File: config.mk
export PLATFORM = sky130hd
export DESIGN_NAME = nco_capture_writer
export DESIGN_NICKNAME = d
export VERILOG_FILES = /design/src/rtl/nco_capture_writer.sv
export SDC_FILE = /design/constraint.sdc
export NUM_CORES = 1
export LEC_CHECK = 0
export CORE_MARGIN = 2
export CORE_UTILIZATION = 35
export DETAILED_ROUTE_END_ITERATION = 7
export PLACE_DENSITY = 0.68
export SKIP_LAST_GASP = 1
export SYNTH_ARGS = -nofsm -noshare
export SYNTH_HDL_FRONTEND = slang
export SYNTH_SLANG_ARGS = --single-unit
File: constraint.sdc
create_clock -name clk_clk -period 2.8 [get_ports clk_clk]
set_input_delay 0.42 -clock clk_clk [delete_from_list [all_inputs] [get_ports clk_clk]]
set_output_delay 0.42 -clock clk_clk [all_outputs]
set_load 0.02 [all_outputs]
File: src/rtl/nco_capture_writer.sv
// ---------------------------------------------------------------------------
// nco_capture_writer
//
// Capture engine that loads a phase increment into the NCO, drops the
// settling samples, decimates the sample stream and writes a fixed-length
// burst of samples into the on-chip memory through its write-only s2 port.
//
// Parameters:
//   ADDR_W          memory word address width (matches s2 address)
//   SETTLE_SAMPLES  valid NCO samples discarded after each load (0..255)
//
// Ports:
//   clk_clk, reset_reset_n         clock, asynchronous active-low reset
//   cap_start / cap_abort          start pulse / immediate stop
//   cap_base, cap_len              window base word and sample count (0 = 2^ADDR_W)
//   cap_decim                      keep 1 of every cap_decim+1 valid samples
//   cap_phinc                      phase increment to load
//   nco_out_data / nco_out_valid   NCO sample {sin[35:18], cos[17:0]} and strobe
//   nco_in_data / nco_in_valid     phase increment and load strobe to the NCO
//   mem_*                          s2 master signals (no waitrequest)
//   cap_busy, cap_done, cap_count  status: running, sticky done, samples written
//
// Build option:
//   NCO_CAP_PACK16_EN  pack two 16-bit samples per 64-bit word
// ---------------------------------------------------------------------------
module nco_capture_writer #(
    parameter int ADDR_W         = 14,
    parameter int SETTLE_SAMPLES = 8
) (
    input  logic              clk_clk,
    input  logic              reset_reset_n,
    input  logic              cap_start,
    input  logic              cap_abort,
    input  logic [ADDR_W-1:0] cap_base,
    input  logic [ADDR_W-1:0] cap_len,
    input  logic [7:0]        cap_decim,
    input  logic [31:0]       cap_phinc,
    input  logic [35:0]       nco_out_data,
    input  logic              nco_out_valid,
    output logic [31:0]       nco_in_data,
    output logic              nco_in_valid,
    output logic [ADDR_W-1:0] mem_address,
    output logic              mem_chipselect,
    output logic              mem_clken,
    output logic              mem_write,
    output logic [63:0]       mem_writedata,
    output logic [7:0]        mem_byteenable,
    output logic              cap_busy,
    output logic              cap_done,
    output logic [ADDR_W:0]   cap_count
);

    typedef enum logic [2:0] {
        S_IDLE,
        S_LOAD,
        S_SETTLE,
        S_CAPTURE,
        S_DONE
    } state_t;

    localparam logic [7:0] SETTLE_LAST = 8'(SETTLE_SAMPLES - 1);

    state_t            state_q, state_d;
    logic [ADDR_W-1:0] base_q, base_d;
    logic [ADDR_W-1:0] len_q, len_d;
    logic [7:0]        decim_q, decim_d;
    logic [31:0]       phinc_q, phinc_d;
    logic [7:0]        settle_q, settle_d;
    logic [7:0]        dcnt_q, dcnt_d;
    logic [ADDR_W:0]   count_q, count_d;
    logic              done_q, done_d;
    logic              wr_q, wr_d;
    logic [ADDR_W-1:0] addr_q, addr_d;
    logic [63:0]       data_q, data_d;
    logic [7:0]        be_q, be_d;

    logic              accept;
    logic [ADDR_W:0]   len_eff;
    logic [ADDR_W-1:0] word_idx;
    logic [17:0]       nco_sin, nco_cos;
    logic [63:0]       word_data;
    logic [7:0]        word_be;

    // A length of zero stands for the full 2^ADDR_W window.
    assign len_eff = {(len_q == '0), len_q};
    assign nco_sin = nco_out_data[35:18];
    assign nco_cos = nco_out_data[17:0];

`ifdef NCO_CAP_PACK16_EN
    logic [3:0] unused_lsbs;
    assign unused_lsbs = {nco_sin[1:0], nco_cos[1:0]};
    assign word_idx    = count_q[ADDR_W:1];
    assign word_data   = {2{nco_sin[17:2], nco_cos[17:2]}};
    assign word_be     = count_q[0] ? 8'hF0 : 8'h0F;
`else
    assign word_idx    = count_q[ADDR_W-1:0];
    assign word_data   = {{14{nco_sin[17]}}, nco_sin, {14{nco_cos[17]}}, nco_cos};
    assign word_be     = 8'hFF;
`endif

    always_ff @(posedge clk_clk or negedge reset_reset_n) begin
        if (!reset_reset_n) begin
            state_q  <= S_IDLE;
            base_q   <= '0;
            len_q    <= '0;
            decim_q  <= '0;
            phinc_q  <= '0;
            settle_q <= '0;
            dcnt_q   <= '0;
            count_q  <= '0;
            done_q   <= 1'b0;
            wr_q     <= 1'b0;
            addr_q   <= '0;
            data_q   <= '0;
            be_q     <= '0;
        end else begin
            state_q  <= state_d;
            base_q   <= base_d;
            len_q    <= len_d;
            decim_q  <= decim_d;
            phinc_q  <= phinc_d;
            settle_q <= settle_d;
            dcnt_q   <= dcnt_d;
            count_q  <= count_d;
            done_q   <= done_d;
            wr_q     <= wr_d;
            addr_q   <= addr_d;
            data_q   <= data_d;
            be_q     <= be_d;
        end
    end

    always_comb begin
        state_d  = state_q;
        base_d   = base_q;
        len_d    = len_q;
        decim_d  = decim_q;
        phinc_d  = phinc_q;
        settle_d = settle_q;
        dcnt_d   = dcnt_q;
        count_d  = count_q;
        done_d   = done_q;
        wr_d     = 1'b0;
        addr_d   = addr_q;
        data_d   = data_q;
        be_d     = be_q;
        accept   = 1'b0;

        case (state_q)
            S_IDLE, S_DONE: begin
                if (cap_start) begin
                    base_d   = cap_base;
                    len_d    = cap_len;
                    decim_d  = cap_decim;
                    phinc_d  = cap_phinc;
                    done_d   = 1'b0;
                    count_d  = '0;
                    settle_d = '0;
                    state_d  = S_LOAD;
                end
            end
            S_LOAD: begin
                dcnt_d  = '0;
                state_d = (SETTLE_SAMPLES == 0) ? S_CAPTURE : S_SETTLE;
            end
            S_SETTLE: begin
                if (nco_out_valid) begin
                    if (settle_q == SETTLE_LAST) begin
                        dcnt_d  = '0;
                        state_d = S_CAPTURE;
                    end else begin
                        settle_d = settle_q + 8'd1;
                    end
                end
            end
            S_CAPTURE: begin
                // The final write is already on the bus when count reaches
                // len, so done lands one cycle after the last write.
                if (count_q == len_eff) begin
                    done_d  = 1'b1;
                    state_d = S_DONE;
                end else if (nco_out_valid) begin
                    if (dcnt_q == '0) begin
                        accept = 1'b1;
                        dcnt_d = decim_q;
                    end else begin
                        dcnt_d = dcnt_q - 8'd1;
                    end
                end
            end
            default: state_d = S_IDLE;
        endcase

        if (accept) begin
            wr_d    = 1'b1;
            addr_d  = base_q + word_idx;
            data_d  = word_data;
            be_d    = word_be;
            count_d = count_q + 1'b1;
        end

        // Abort overrides a simultaneous start and any write about to issue.
        if (cap_abort) begin
            state_d = S_IDLE;
            wr_d    = 1'b0;
            done_d  = 1'b0;
            count_d = count_q;
        end
    end

    assign nco_in_valid   = (state_q == S_LOAD);
    assign nco_in_data    = nco_in_valid ? phinc_q : '0;
    assign cap_busy       = (state_q == S_LOAD) || (state_q == S_SETTLE) ||
                            (state_q == S_CAPTURE);
    assign cap_done       = done_q;
    assign cap_count      = count_q;
    assign mem_chipselect = wr_q;
    assign mem_clken      = wr_q;
    assign mem_write      = wr_q;
    assign mem_address    = addr_q;
    assign mem_writedata  = data_q;
    assign mem_byteenable = be_q;

endmodule

==> summary.txt <==
Run status = completed
Hold Path Class = flop to flop
Smallest setup slack after layout = 113 ps
Vias per cell = 4.73
H-tree depth = 4
Vias = 6630
Area contributors post-synth = dfrtp_1, nand2_1, buf_4
Routability Congestion = 0.831
Fraction of layout cells with a size suffix above 1 = 6.25%
Fillers = 2030
Post-Syn Area per Cell = 8.58 um2
DIE AREA = 23000 um2
Most frequent cells in the layout = nand2_1, clkdlybuf4s50_1, dfrtp_1
Clock Root Buffer = clkbuf_16
Max-Slew Margin vs Limit = 61.1%
Worst-path clk slew = 60 ps
Worst Max-Slew Pin Slew = 583 ps
Worst setup endpoint = cap_count[14]
Vias in the first global route = 6345
Worst-path cell chain = or4_4, nor4b_4, nand3_2, a21o_2, or4_1, or3_1, nand3_1
Post-detail-place hpwl = 14.4 mm
Initial Utilization = 35.3%
Rows = 54
CTS tree = yes
RSZ-0062 raised after global routing = no
Commonest non-fill, non-tap cell in the layout = nand2_1
Max FO, Critical Path = 6
Final Max Slew Viols = 0
Distinct cells, synth = 51
Largest net degree at the start of global routing = 77
Clock power share = 29.3%
Crit path time final = 2690 ps
Lkg Pwr = 0.00514 uW
Drt total wl = 20.4 mm
Reg2Reg Capture Point = cap_count[14]
Gate power share = 32.0%
Post-CTS setup buffer count = 0
Required time of the worst setup path = 3150 ps
Pwr/cell area = 696 nW/um2
IO buf count = 247
Sw power = 2510 uW
Post-synth EDFFs = 0
Die Y = 152 um
Detail Route Antenna Nets = 0
Synth Register Bits = 155
Seq/Total Area, Yosys = 50.8%
Reg2Reg Depth = 7
TritonCTS Buffers = 17
Sequential Power Share = 38.7%
Pre-antenna DRT Iters = 4
FF-to-FF Start = dcnt_q[2]
Initial antenna violation count = 1
Total track usage = 18.0%
Post-Syn Area = 7640 um2
Top-area cell type share of the netlist area = 50.8%
Place WS = 160 ps
R2R setup slack = 110 ps
Clock sinks = 155
Io pins = 248
Fmax = 0.372 GHz
Startpoint types = flop
Crit-path max cell delay = 580 ps
Fin crit share = 96.0%
Final Hold Fails = 0
VDD IR-drop max = 0.369 mV
Nets = 1234
Final-report setup violation count = 0
Average wire per standard cell = 14.6 um
Number of remaining DRC errors = 0
Area leader, netlist = dfrtp_1
Chip width = 152 um
First-pass GRT wire length = 32.6 mm
Setup crit end kind = flop
Clock Latency Late Sink = 420 ps
Worst EP arrival = 3040 ps
Core area = 21600 um2
Critical path's slowest cell = or4_4
Setup crit start = dcnt_q[2]
Async S/R FF share, synth = 100%
Congestion Overflow GR = 0
TNS Setup = 0 ps
Syn_nets = 1017
Layout area overhead = 42.6%
Synth Instances = 890
Synth warn = 0
WS Path Type = flop to flop
Main synth FF type = dfrtp_1
Internal power = 5080 uW
First DRT Iteration DRCs = 339
Maximum clock insertion buffer count = 2
Max-cap violation count = 0
Final Skew = 8.30 ps
Switching Fraction = 33.0%
-- sequential cells by signal, indices dropped and copies added (netlist names) --
name / count
mem_address: 14
settle_q: 8
cap_done: 1
dcnt_q: 8
state_q: 3
cap_count: 15
mem_chipselect: 1
mem_writedata: 36
mem_byteenable: 1
phinc_q: 32
base_q: 14
len_q: 14
decim_q: 8
-- cells in the mapped netlist (6+ instances only) --
cell type    n
o31ai_1      6
xnor2_1     18
o21ai_0     37
xor2_1      10
ha_1        17
nor3_1      12
nand3_1     12
nand4_1     10
nor2_1      37
buf_4       37
and2_1      36
inv_1       12
dfrtp_1    155
a21o_1       9
clkbuf_1    38
a21oi_1     22
nand2_1    351
-- critical path, delay by kind of cell, from the launching register on --
kind | cells | cell delay [ps]
and+or+nand+nor | 6 | 1960
DFF | 1 | 430
AOI/OAI and AO/OA | 1 | 240
-- per-layer routing --
layer / share of wire [%] / track usage (%) / wire (um) / vias up
met5: 0 / 0 / 0 / -
met1: 45 / 23.3 / 9160 / 3124
met3: 5.8 / 4.61 / 1190 / 30
li1: - / - / - / 3294
met2: 48 / 29.3 / 9720 / 182
met4: 1.8 / 5.97 / 377 / 0
-- layout make-up --
cell class,count,area (um2),share of cell area (%)
multi-input cells,647,3320,30.5
diodes,1,2.50,0.0230
well taps,280,350,3.22
repair buffers,274,2740,25.1
clock inverters,13,118,1.08
inverters,12,45.0,0.413
clock buffers,19,443,4.07
flip-flops and latches,155,3880,35.6
-- kinds of logic (layout without fill, tap and decap cells) --
kind of cell / after synthesis / after routing / synth area share [%]
AOI/OAI and AO/OA: 105 / 105 / 8.52
DFF: 155 / 155 / 50.8
adders and majority gates: 18 / 18 / 3.05
muxes: 6 / 6 / 0.819
xor gates and xnor gates: 28 / 28 / 3.21
buffers and inverters: 88 / 318 / 6.14
other: 0 / 1 / 0
and+or+nand+nor: 490 / 490 / 27.5
-- through the flow --
| step | instance area (um2) | hold slack, ps | instances | util (%) | power, uW |
|---|---|---|---|---|---|
| 4_1_cts | 10900 | 470 | 1400 | 50.3 | 7690 |
| 6_report | 10900 | 464 | 1401 | 50.4 | 7590 |
| 3_3_place_gp | 10300 | 383 | 1367 | 47.7 | 5380 |
| 3_5_place_dp | 10300 | 386 | 1367 | 47.7 | 5420 |
| 2_1_floorplan | 7640 | 124 | 890 | - | 4350 |
| 5_1_grt | 10900 | 479 | 1400 | 50.4 | 8040 |
-- power groups by stage --
stage                     Clock, uW  Combinational (uW)  Sequential [uW]
after floorplan                   0                1120             3230
after global placement            0                2420             2960
after detailed placement          0                2450             2980
after CTS                      2290                2460             2940
after global routing           2380                2650             3010
final                          2220                2430             2930
-- worst min path at each step --
stage                        startpoint     endpoint  slack [ps]  depth (start not counted)
after floorplan           reset_reset_n    base_q[0]         120                          0
after global placement    reset_reset_n  phinc_q[24]         380                          1
after detailed placement  reset_reset_n  phinc_q[25]         390                          1
after CTS                    phinc_q[3]   phinc_q[3]         470                          2
after global routing        phinc_q[21]  phinc_q[21]         480                          2
final                        phinc_q[5]   phinc_q[5]         460                          2
-- repair_timing --
action                     in CTS  in global routing
hold buffers                    1                  0
setup endpoints to repair      32                  4
gates resized for setup         2                  4
cloned                          0                  0
hold endpoints to repair       45                  0
Note: power is estimated with default switching activity, not from simulation.
